<file path="config.mk">
export PLATFORM = sky130hd
export DESIGN_NAME = tile_renderer
export DESIGN_NICKNAME = d
export VERILOG_FILES = /design/src/rtl/tile_renderer.sv
export SDC_FILE = /design/constraint.sdc
export NUM_CORES = 1
export LEC_CHECK = 0
export CORE_UTILIZATION = 42
export DETAILED_ROUTE_END_ITERATION = 16
export GPL_TIMING_DRIVEN = 0
export HOLD_SLACK_MARGIN = 0.03
export PLACE_DENSITY = 0.72
export SKIP_LAST_GASP = 1
export SLEW_MARGIN = 5
export SYNTH_ARGS = -nofsm -noshare
export SYNTH_HDL_FRONTEND = slang
export SYNTH_SLANG_ARGS = --single-unit
</file>
<file path="constraint.sdc">
create_clock -name clk -period 2.1 [get_ports clk]
set_input_delay 0.42 -clock clk [delete_from_list [all_inputs] [get_ports clk]]
set_output_delay 0.42 -clock clk [all_outputs]
set_load 0.01 [all_outputs]
</file>
<file path="src/rtl/tile_renderer.sv">
`default_nettype none
// ============================================================================
// Module   : tile_renderer
// Function : Walks a tile map and paints each tile as a square of pixels into
//            a frame buffer, pausing whenever the display is active.
// Revision : 1.0
// ============================================================================
module tile_renderer #(
    parameter int          BLOCK_SIZE   = 8,
    parameter int          MAPA_WIDTH   = 80,
    parameter int          MAPA_HEIGHT  = 60,
    parameter int          READ_LATENCY = 1,
    parameter int          GRID_EN      = 0,
    parameter logic [5:0]  COR_FRUTA    = 6'b110000,
    parameter logic [5:0]  COR_OBST     = 6'b111111,
    parameter logic [5:0]  COR_COBRA1   = 6'b001100,
    parameter logic [5:0]  COR_COBRA2   = 6'b001111,
    parameter logic [5:0]  COR_CABECA   = 6'b111100,
    parameter logic [5:0]  COR_GRID     = 6'b010101,
    parameter logic [5:0]  COR_FUNDO    = 6'b000000
) (
    input  logic                                           clk,
    input  logic                                           rst_n,
    input  logic                                           start,
    input  logic                                           vga_active,
    input  logic [3:0]                                     mapa_block,
    output logic [$clog2(MAPA_WIDTH)-1:0]                  mapa_x,
    output logic [$clog2(MAPA_HEIGHT)-1:0]                 mapa_y,
    output logic                                           mapa_read,
    input  logic                                           buffer_ready,
    output logic [5:0]                                     buffer_cor,
    output logic [$clog2(MAPA_WIDTH*BLOCK_SIZE)-1:0]       buffer_x,
    output logic [$clog2(MAPA_HEIGHT*BLOCK_SIZE)-1:0]      buffer_y,
    output logic                                           buffer_write,
    output logic                                           busy,
    output logic                                           frame_done
);

    localparam int c_MXW = $clog2(MAPA_WIDTH);
    localparam int c_MYW = $clog2(MAPA_HEIGHT);
    localparam int c_XW  = $clog2(MAPA_WIDTH * BLOCK_SIZE);
    localparam int c_YW  = $clog2(MAPA_HEIGHT * BLOCK_SIZE);
    localparam int c_PW  = (BLOCK_SIZE > 1) ? $clog2(BLOCK_SIZE) : 1;
    localparam int c_LW  = $clog2(READ_LATENCY + 1);

    localparam logic [c_MXW-1:0] c_MX_LAST  = c_MXW'(MAPA_WIDTH - 1);
    localparam logic [c_MYW-1:0] c_MY_LAST  = c_MYW'(MAPA_HEIGHT - 1);
    localparam logic [c_PW-1:0]  c_PX_LAST  = c_PW'(BLOCK_SIZE - 1);
    localparam logic [c_LW-1:0]  c_LAT_LAST = c_LW'(READ_LATENCY - 1);

    typedef enum logic [2:0] {
        S_IDLE  = 3'd0,
        S_FETCH = 3'd1,
        S_WAIT  = 3'd2,
        S_PAINT = 3'd3,
        S_DONE  = 3'd4
    } state_t;

    state_t            state_q;
    logic [c_MXW-1:0]  mx_q;
    logic [c_MYW-1:0]  my_q;
    logic [c_PW-1:0]   px_q;
    logic [c_PW-1:0]   py_q;
    logic [c_LW-1:0]   lat_q;
    logic [3:0]        code_q;
    logic              busy_q;
    logic              done_q;

    logic              xfer;
    logic              px_last;
    logic              py_last;
    logic [5:0]        cor_dec;
    logic              is_fundo;

    assign mapa_read    = (state_q == S_FETCH) && !vga_active;
    assign buffer_write = (state_q == S_PAINT) && !vga_active;
    assign xfer         = buffer_write && buffer_ready;
    assign px_last      = (px_q == c_PX_LAST);
    assign py_last      = (py_q == c_PX_LAST);

    // Head (1x00) takes priority over the generic body codes 10xx / 11xx.
    always_comb begin
        cor_dec  = COR_FUNDO;
        is_fundo = 1'b0;
        if (code_q[3] && (code_q[1:0] == 2'b00)) begin
            cor_dec = COR_CABECA;
        end else if (code_q[3:2] == 2'b10) begin
            cor_dec = COR_COBRA1;
        end else if (code_q[3:2] == 2'b11) begin
            cor_dec = COR_COBRA2;
        end else if (code_q == 4'b0001) begin
            cor_dec = COR_FRUTA;
        end else if (code_q == 4'b0010) begin
            cor_dec = COR_OBST;
        end else begin
            is_fundo = 1'b1;
        end
        if ((GRID_EN != 0) && is_fundo && ((px_q == '0) || (py_q == '0))) begin
            cor_dec = COR_GRID;
        end
    end

    assign buffer_cor = (state_q == S_PAINT) ? cor_dec : 6'b000000;
    assign buffer_x   = c_XW'(mx_q) * c_XW'(BLOCK_SIZE) + c_XW'(px_q);
    assign buffer_y   = c_YW'(my_q) * c_YW'(BLOCK_SIZE) + c_YW'(py_q);
    assign mapa_x     = mx_q;
    assign mapa_y     = my_q;
    assign busy       = busy_q;
    assign frame_done = done_q;

    always_ff @(posedge clk or negedge rst_n) begin
        if (!rst_n) begin
            state_q <= S_IDLE;
            mx_q    <= '0;
            my_q    <= '0;
            px_q    <= '0;
            py_q    <= '0;
            lat_q   <= '0;
            code_q  <= '0;
            busy_q  <= 1'b0;
            done_q  <= 1'b0;
        end else begin
            done_q <= 1'b0;
            case (state_q)
                S_IDLE: begin
                    if (start) begin
                        state_q <= S_FETCH;
                        mx_q    <= '0;
                        my_q    <= '0;
                        px_q    <= '0;
                        py_q    <= '0;
                        busy_q  <= 1'b1;
                    end
                end
                S_FETCH: begin
                    if (!vga_active) begin
                        state_q <= S_WAIT;
                        lat_q   <= '0;
                    end
                end
                // Latency count runs regardless of vga_active: the memory answers anyway.
                S_WAIT: begin
                    if (lat_q == c_LAT_LAST) begin
                        code_q  <= mapa_block;
                        lat_q   <= '0;
                        state_q <= S_PAINT;
                    end else begin
                        lat_q <= lat_q + c_LW'(1);
                    end
                end
                S_PAINT: begin
                    if (xfer) begin
                        if (!px_last) begin
                            px_q <= px_q + c_PW'(1);
                        end else begin
                            px_q <= '0;
                            if (!py_last) begin
                                py_q <= py_q + c_PW'(1);
                            end else begin
                                py_q <= '0;
                                if (mx_q != c_MX_LAST) begin
                                    mx_q    <= mx_q + c_MXW'(1);
                                    state_q <= S_FETCH;
                                end else if (my_q != c_MY_LAST) begin
                                    mx_q    <= '0;
                                    my_q    <= my_q + c_MYW'(1);
                                    state_q <= S_FETCH;
                                end else begin
                                    state_q <= S_DONE;
                                    done_q  <= 1'b1;
                                end
                            end
                        end
                    end
                end
                S_DONE: begin
                    mx_q    <= '0;
                    my_q    <= '0;
                    busy_q  <= 1'b0;
                    state_q <= S_IDLE;
                end
                default: begin
                    state_q <= S_IDLE;
                    busy_q  <= 1'b0;
                end
            endcase
        end
    end

endmodule
`default_nettype wire
</file>
# ---- After elaboration in Yosys (flattened, before gate mapping)
# Index checks and enable logic that the tools add are counted.
dict set report totals {
  register_bits 29
  inputBits 9
  wordCells 106
  out_inout_bits 42
}
dict set report op_classes {
  n_addsub 7
  n_mux 48
  n_reduce_logical 19
  n_eq_ne 21
  bitwise 2
}
# cell n
set op_table {}
lappend op_table {{two-way mux 6 bit} 12}
lappend op_table {{two-way mux 3 bit} 14}
lappend op_table {{two-way mux 7 bit} 6}
lappend op_table {{case mux 7 bit (3 select lines)} 1}
lappend op_table {{case mux 6 bit (3 select lines)} 1}
lappend op_table {{!= test 2 bit, second input constant} 7}
lappend op_table {{case mux 3 bit (2 select lines)} 2}
lappend op_table {{case mux 3 bit (4 select lines)} 1}
lappend op_table {{AND reduction 6 bit} 2}
lappend op_table {{adder 10 x 3 -> 10 bit} 1}
lappend op_table {{adder 9 x 3 -> 9 bit} 1}
lappend op_table {{== test 3 bit, second input constant} 3}
lappend op_table {{two-way mux 1 bit} 9}
lappend op_table {{adder 7 x 1 -> 7 bit, second input constant} 1}
lappend op_table {{!= test 7 bit, second input constant} 1}
lappend op_table {{AND reduction 7 bit} 1}
lappend op_table {{adder 3 x 1 -> 3 bit, second input constant} 2}
lappend op_table {{adder 6 x 1 -> 6 bit, second input constant} 1}
lappend op_table {{== test 3 x 2 -> 1 bit, second input constant} 2}
lappend op_table {{!= test 6 bit, second input constant} 1}
lappend op_table {{AND reduction 2 bit} 3}
lappend op_table {{== test 2 bit, second input constant} 2}
lappend op_table {{== test 4 x 1 -> 1 bit, second input constant} 1}
lappend op_table {{== test 4 x 2 -> 1 bit, second input constant} 1}
lappend op_table {{other kinds (15)} 21}

# ---- Depth between registers and ports, before layout
# Gate-level depths: netlist of run 1.
dict set report logic_depth {
  word_depth 7
  ltp_mapped 7
  ltp_nobuf 6
}

# ---- Least setup slack after synthesis of run 1
# No wires, ideal clock.
dict set report synth_timing {
  kind {flip-flop to output port}
  startpoint {register state_q[2]}
  endpoint {output buffer_cor[1]}
  stages_incl_launch_ff 6
  t_required_ns 1.680
  path_buffers 3
  arrival_ns 1.295
  slack_ns 0.385
  cell_sequence {dfrtp_1 -> buf_2 -> nand3b_4 -> buf_2 -> a21oi_1 -> buf_4}
}
dict set report synth_between {
  elab_chain_cells 2
}
# item line
set synth_rtl {}
lappend synth_rtl {{start: declaration} 59} ;# state_t state_q;
lappend synth_rtl {{start signal: assignment} 113} ;# state_q <= S_IDLE;
lappend synth_rtl {{start signal: assignment} 127} ;# state_q <= S_FETCH;
lappend synth_rtl {{start signal: assignment} 137} ;# state_q <= S_WAIT;
lappend synth_rtl {{== test 3 x 2 -> 1 bit} 103} ;# assign buffer_cor = (state_q == S_PAINT) ? cor_dec : 6'b000000;
lappend synth_rtl {{two-way mux 6 bit} 103}
lappend synth_rtl {{end: declaration} 31} ;# output logic [5:0] buffer_cor,
# No other way between the ends.

# ---- Worst setup path after layout of run 1
dict set report layout_timing {
  startpoint {register state_q[2]}
  endpoint {output buffer_cor[3]}
}
# Same word-level chain as after synthesis.

==> results of run 1 <==
## logic make-up (layout without fill, tap and decap cells)
kind of cell,count (synthesis),count (layout),synth area share (%)
and+or+nand+nor,62,62,22.50
AOI/OAI and AO/OA,42,42,18.67
buffers and inverters,30,87,10.65
DFF,28,28,39.74
adders and majority gates,6,6,4.258
muxes,6,6,3.690
xor gates and xnor gates,1,1,0.4969
## registers in the layout, indices dropped and copies added (netlist names)
signal and count:
busy 1, mapa_y 6, state_q 3, code_q 4, frame_done 1, px_q 3
py_q 3, mapa_x 7
## routing by layer
layer,vias up,share of wire [%],global-route usage (%)
met5,-,0,0
met4,0,1.2,6.383
met3,4,5.1,2.740
met2,45,47,30.56
met1,707,47,26.72
li1,758,-,-
## repair_timing
action                                  4_1_cts  5_1_grt
buffers inserted                              5        0
endpoints found under the setup margin        8        7
resized for setup                             8        4
hold endpoints to repair                      0        0
## synthesized netlist by cell type (all sizes together)
cell type and instances:
a41oi 4, o21ai 3, or2 1, a21oi 6
a31o 2, nand4 4, xnor2 1, or3b 1
mux2i 2, nor2 11, o211ai 5, and4b 2
clkinv 1, nor4 1, nor4bb 1, buf 23
nand2b 2, and2 1, clkbuf 1, nor3b 3
nand3b 4, a311oi 1, nor4b 1, and3 2
mux2 4, o21bai 1, nor2b 1, a22o 3
nor3 10, inv 5, a32o 3, a31oi 11
nand3 7, ha 6, o211a 1, a21o 1
and3b 1, nand2 9, o32ai 1, dfrtp 28
## cell type report
class	count	area share, %
Timing Repair Buffer	55	22.00
Tap cell	50	2.588
Inverter	6	0.9317
Clock buffer	4	2.277
Buffer	22	6.677
Sequential cell	28	28.99
Multi-Input combinational cell	117	36.54
## how the worst max path moves through the flow
stage / start / end / slack [ns] / cells after the start
3_5_place_dp: state_q[1] / buffer_cor[1] / -0.11 / 6
2_1_floorplan: state_q[2] / buffer_cor[1] / 0.38 / 5
3_3_place_gp: vga_active / mapa_read / -0.13 / 3
4_1_cts: state_q[2] / buffer_cor[3] / -0.10 / 5
6_report: state_q[2] / buffer_cor[3] / -0.09 / 5
5_1_grt: state_q[2] / buffer_cor[3] / -0.16 / 5
## through the flow
step	total power [mW]	cells	setup slack (ns)
2_1_floorplan	0.8621	175	0.3848
3_3_place_gp	1.078	275	-0.1313
3_5_place_dp	1.089	275	-0.1101
4_1_cts	1.432	283	-0.1014
5_1_grt	1.509	282	-0.1641
6_report	1.413	282	-0.08907
## report_power, final
part           switching [mW]  total [mW]  internal [mW]
sequential             0.0573       0.654          0.597
clock                   0.167       0.335          0.168
combinational           0.172       0.424          0.252
total                   0.396        1.41           1.02
## worst register-to-register path, cell delays in order, from the launching register on
cell      delay [ns]
dfrtp_1         0.41
ha_1            0.18
ha_1            0.23
nand3b_1        0.19
o32ai_4         0.32
o211a_4         0.29
mux2i_1         0.17
==> flow_summary.json, run 1 <==
{
  "path_cells": "buf_2 -> nand3b_4 -> nor2_1 -> buf_4 -> clkdlybuf4s50_1",
  "drive_gt1_share_pct": 19.40,
  "numPortBuffers": 50,
  "overflow": 0,
  "tns_ns": -0.08907,
  "final_cell_mix": "clkdlybuf4s50_1, dfrtp_1, buf_4",
  "core_area_mm2": 0.004029,
  "fin_skew_ns": 0.005755,
  "finalCriticalPeriod_ns": 2.189,
  "clockRootBuffer": "clkbuf_8",
  "num-fill-cells": 366,
  "critPathBufInv": 3,
  "reg2reg_slack_ns": 0.24,
  "drv_cap": 0,
  "path_max_fanout": 9,
  "ioPinCount": 51,
  "setup_viol_count_final": 1,
  "worst_hold_slack_ns": 0.1556,
  "die_h_um": 66.79,
  "leakagePower_nw": 1.130,
  "endpoint_kind": "output port",
  "numCtsBuffers": 3,
  "startpoint_type": "register",
  "synthesis.nets": 190,
  "crit_type": "reg -> out",
  "antenna_cells": 0,
  "violations": "setup timing",
  "die_x_um": 66.79,
  "multiInputGateArea_um2": 883.3,
  "ys_seq_area_share_pct": 39.74,
  "wl_um": 3862,
  "cts_tree": "built",
  "required_ns": 1.68,
  "place_congestion": 0.7826,
  "rsz0062_at_grt": "yes",
  "synth.area.top_cells": "dfrtp_1, buf_4, ha_1, a31oi_1, mux2_1",
  "clkLatencyLatePin_ns": 0.27,
  "cp.arrival_ns": 1.77,
  "rows": 23,
  "r2r-start": "py_q[0]",
  "htree_levels": 1,
  "syn_area_mm2": 0.001763,
  "postRouteAntennaNets": 0,
  "grt_pass1_vias": 1423,
  "synth_top_area_share_pct": 39.74,
  "final.setup.worst_slack_ns": -0.08907,
  "grt_pass1_wl_um": 6520,
  "status": "complete, but fails checks",
  "final_common_cell": "clkdlybuf4s50_1",
  "finalMaxSlewViolations": 0,
  "clockBufferDepth": 2,
  "timing.fmax_mhz": 456.8,
  "fin_nets": 248,
  "post_dp_cell_area_mm2": 0.002326,
  "vias": 1514,
  "floorplan.initialDensity_pct": 43.76,
  "final_cell_area_mm2": 0.002417,
  "seq_area_um2": 700.7,
  "area_delta_synth_final_pct": 37.12,
  "hold_viol": 0,
  "via_per_inst": 5.369,
  "critPathTopFamily": "buffers and inverters",
  "drt_iter0_markers": 42,
  "relSlewSlack_pct": 57.53,
  "antenna_found_initial": 0,
  "yosysUniqueCellTypes": 48,
  "die_area_mm2": 0.004460,
  "grt_use_total_pct": 19.27,
  "hold_buffers": 0,
  "yosys.area.top_type": "dfrtp_1",
  "fin_util_pct": 60.00,
  "min_path_type": "in -> async",
  "wl_per_cell_um": 13.70,
  "route.detailed.drc": 0,
  "peakVddDrop_uv": 443.4,
  "syn_avg_cell_area_um2": 10.07,
  "crit_slowest_cell": "clkdlybuf4s50_1",
  "r2r_end": "mapa_x[1]",
  "clock-sinks": 28,
  "path_clk_slew_ns": 0.10,
  "hpwlAfterDp_um": 2666,
  "ys_seq_elements": 28,
  "power_density_mw_per_mm2": 584.5,
  "synth_cells": 175,
  "drtPass1Iterations": 4,
  "timing.final.crit_share_pct": 104.2,
  "yosysWarnings": 0,
  "tightestPinTransition_ns": 0.6370,
  "worst_r2r_path_depth": 6,
  "grt_start_max_net_pins": 29,
  "slowest_delay_ns": 0.51
}
No activity file was read; power rests on OpenSTA's default activity.
==> inputs of run 2 (changes only) <==
Settings changed: CELL_PAD_IN_SITES_DETAIL_PLACEMENT from default to 0, CELL_PAD_IN_SITES_GLOBAL_PLACEMENT from default to 1, CORE_MARGIN from default to 5, CORE_UTILIZATION 42 to 36, PLACE_DENSITY 0.72 to default, PLACE_DENSITY_LB_ADDON from default to 0.1.
==> flow_summary.json, run 2 (same netlist as run 1, synthesis figures left out) <==
{
  "clockRootBuffer": "clkbuf_8",
  "rows": 25,
  "core_area_mm2": 0.004755,
  "overflow": 0,
  "leakagePower_nw": 1.095,
  "cp.arrival_ns": 1.57,
  "endpoint_kind": "output port",
  "path_max_fanout": 10,
  "path_cells": "nand3b_4 -> buf_6 -> nor2_2 -> buf_4 -> dlygate4sd2_1",
  "place_congestion": 0.8018,
  "wl_per_cell_um": 14.63,
  "clkPwrFrac_pct": 29.3,
  "die_x_um": 79.98,
  "area_delta_synth_final_pct": 37.76,
  "crit_slowest_cell": "dfrtp_2",
  "worst_r2r_path_depth": 6,
  "clockBufferDepth": 2,
  "tns_ns": 0,
  "die_h_um": 79.98,
  "final_common_cell": "clkdlybuf4s50_1",
  "fin_skew_ns": 0.005694,
  "setup_viol_count_final": 0,
  "swShare_pct": 27.68,
  "via_per_inst": 5.156,
  "seq_power_share_pct": 43.9,
  "ioPinCount": 51,
  "drtPass1Iterations": 4,
  "wl_um": 4317,
  "drv_cap": 0,
  "r2r_end": "mapa_x[1]",
  "grt_use_total_pct": 13.93,
  "timing.final.crit_share_pct": 94.89,
  "final_cell_mix": "clkdlybuf4s50_1, dfrtp_1, buf_4",
  "largest_reg_flops": 7,
  "hold_buffers": 0,
  "worst_hold_slack_ns": 0.1481,
  "grt_pass1_vias": 1529,
  "crit_type": "reg -> out",
  "clock-sinks": 28,
  "vias": 1521,
  "clkLatencyLatePin_ns": 0.28,
  "num-fill-cells": 454,
  "p_comb_share_pct": 26.8,
  "reg2reg_slack_ns": 0.22,
  "antenna_cells": 0,
  "relSlewSlack_pct": 56.87,
  "rsz0062_at_grt": "no",
  "min_path_type": "in -> async",
  "hpwlAfterDp_um": 3183,
  "hold_viol": 0,
  "r2r-start": "py_q[0]",
  "floorplan.initialDensity_pct": 37.08,
  "status": "complete, no violations",
  "drive_gt1_share_pct": 18.86,
  "path_clk_slew_ns": 0.11,
  "critPathLaunch": "state_q[2]",
  "cts_tree": "built",
  "drt_iter0_markers": 80,
  "required_ns": 1.68,
  "p_int_mw": 1.083,
  "htree_levels": 1,
  "timing.fmax_mhz": 501.8,
  "numPortBuffers": 50,
  "grt_pass1_wl_um": 7203,
  "power_density_mw_per_mm2": 616.7,
  "route.detailed.drc": 0,
  "grt_start_max_net_pins": 29,
  "fin_nets": 244,
  "finalCriticalPeriod_ns": 1.993,
  "tightestPinTransition_ns": 0.6470,
  "postRouteAntennaNets": 0,
  "startpoint_type": "register",
  "peakVddDrop_uv": 337.9,
  "slowest_delay_ns": 0.48,
  "finalMaxSlewViolations": 0,
  "switchingPower_mw": 0.4145,
  "die_area_mm2": 0.006397,
  "numCtsBuffers": 3,
  "antenna_found_initial": 0
}
-- run 2: repair_timing --
action	4_1_cts	5_1_grt
resized for setup	14	4
endpoints found under the setup margin	8	12
setup buffers	1	0
-- run 2: metrics by stage --
| step | power, mW | std cells | util [%] | cell area, um2 | worst slack [ns] |
|---|---|---|---|---|---|
| floorplan | 0.8621 | 175 | - | 1763 | 0.3848 |
| global placement | 1.081 | 292 | 49.37 | 2347 | -0.1445 |
| detailed placement | 1.099 | 292 | 49.37 | 2347 | -0.1461 |
| CTS | 1.526 | 297 | 51.18 | 2434 | 0.03730 |
| global route | 1.588 | 295 | 51.08 | 2429 | 0.001674 |
| finish | 1.498 | 295 | 51.08 | 2429 | 0.1073 |
-- run 2: per-layer routing --
layer | global-route usage [%] | up-vias | part of all wire, % | routed length [um]
met3 | 2.144 | 2 | 3.3 | 143
met1 | 17.60 | 738 | 47 | 2045
met5 | 0 | - | 0 | 0
met4 | 3.041 | 0 | 0.56 | 24
met2 | 24.83 | 34 | 49 | 2103
li1 | - | 747 | - | -
-- run 2: final cells by class --
cell class / count / area, um2 / area share, %
Multi-Input combinational cell: 117 / 883.3 / 36.37
Inverter: 6 / 22.52 / 0.9274
Buffer: 22 / 171.4 / 7.058
Tap cell: 67 / 83.83 / 3.452
Clock inverter: 1 / 30.03 / 1.236
Sequential cell: 28 / 703.2 / 28.95
Timing Repair Buffer: 51 / 493.0 / 20.30
Clock buffer: 3 / 41.29 / 1.700
-- run 2: how the worst max path moves through the flow --
stage                    end  depth (start not counted)  slack (ns)
6_report       buffer_cor[3]                          5        0.11
5_1_grt        buffer_cor[5]                          6       0.002
4_1_cts        buffer_cor[1]                          6        0.04
3_5_place_dp       mapa_read                          3       -0.15
3_3_place_gp       mapa_read                          3       -0.14
2_1_floorplan  buffer_cor[1]                          5        0.38
-- run 2: critical path: cells and delay by family, from the launching register on --
kind | cells | cell delay, ns
buffers and inverters | 3 | 0.51
flip-flops | 1 | 0.48
AND/OR/NAND/NOR | 2 | 0.30
-- run 2: power groups by stage --
stage	registers (mW)	logic [mW]	clock network [mW]
finish	0.658	0.401	0.439
global route	0.672	0.440	0.476
floorplan	0.679	0.183	0
CTS	0.658	0.412	0.456
detailed placement	0.668	0.431	0
global placement	0.662	0.419	0
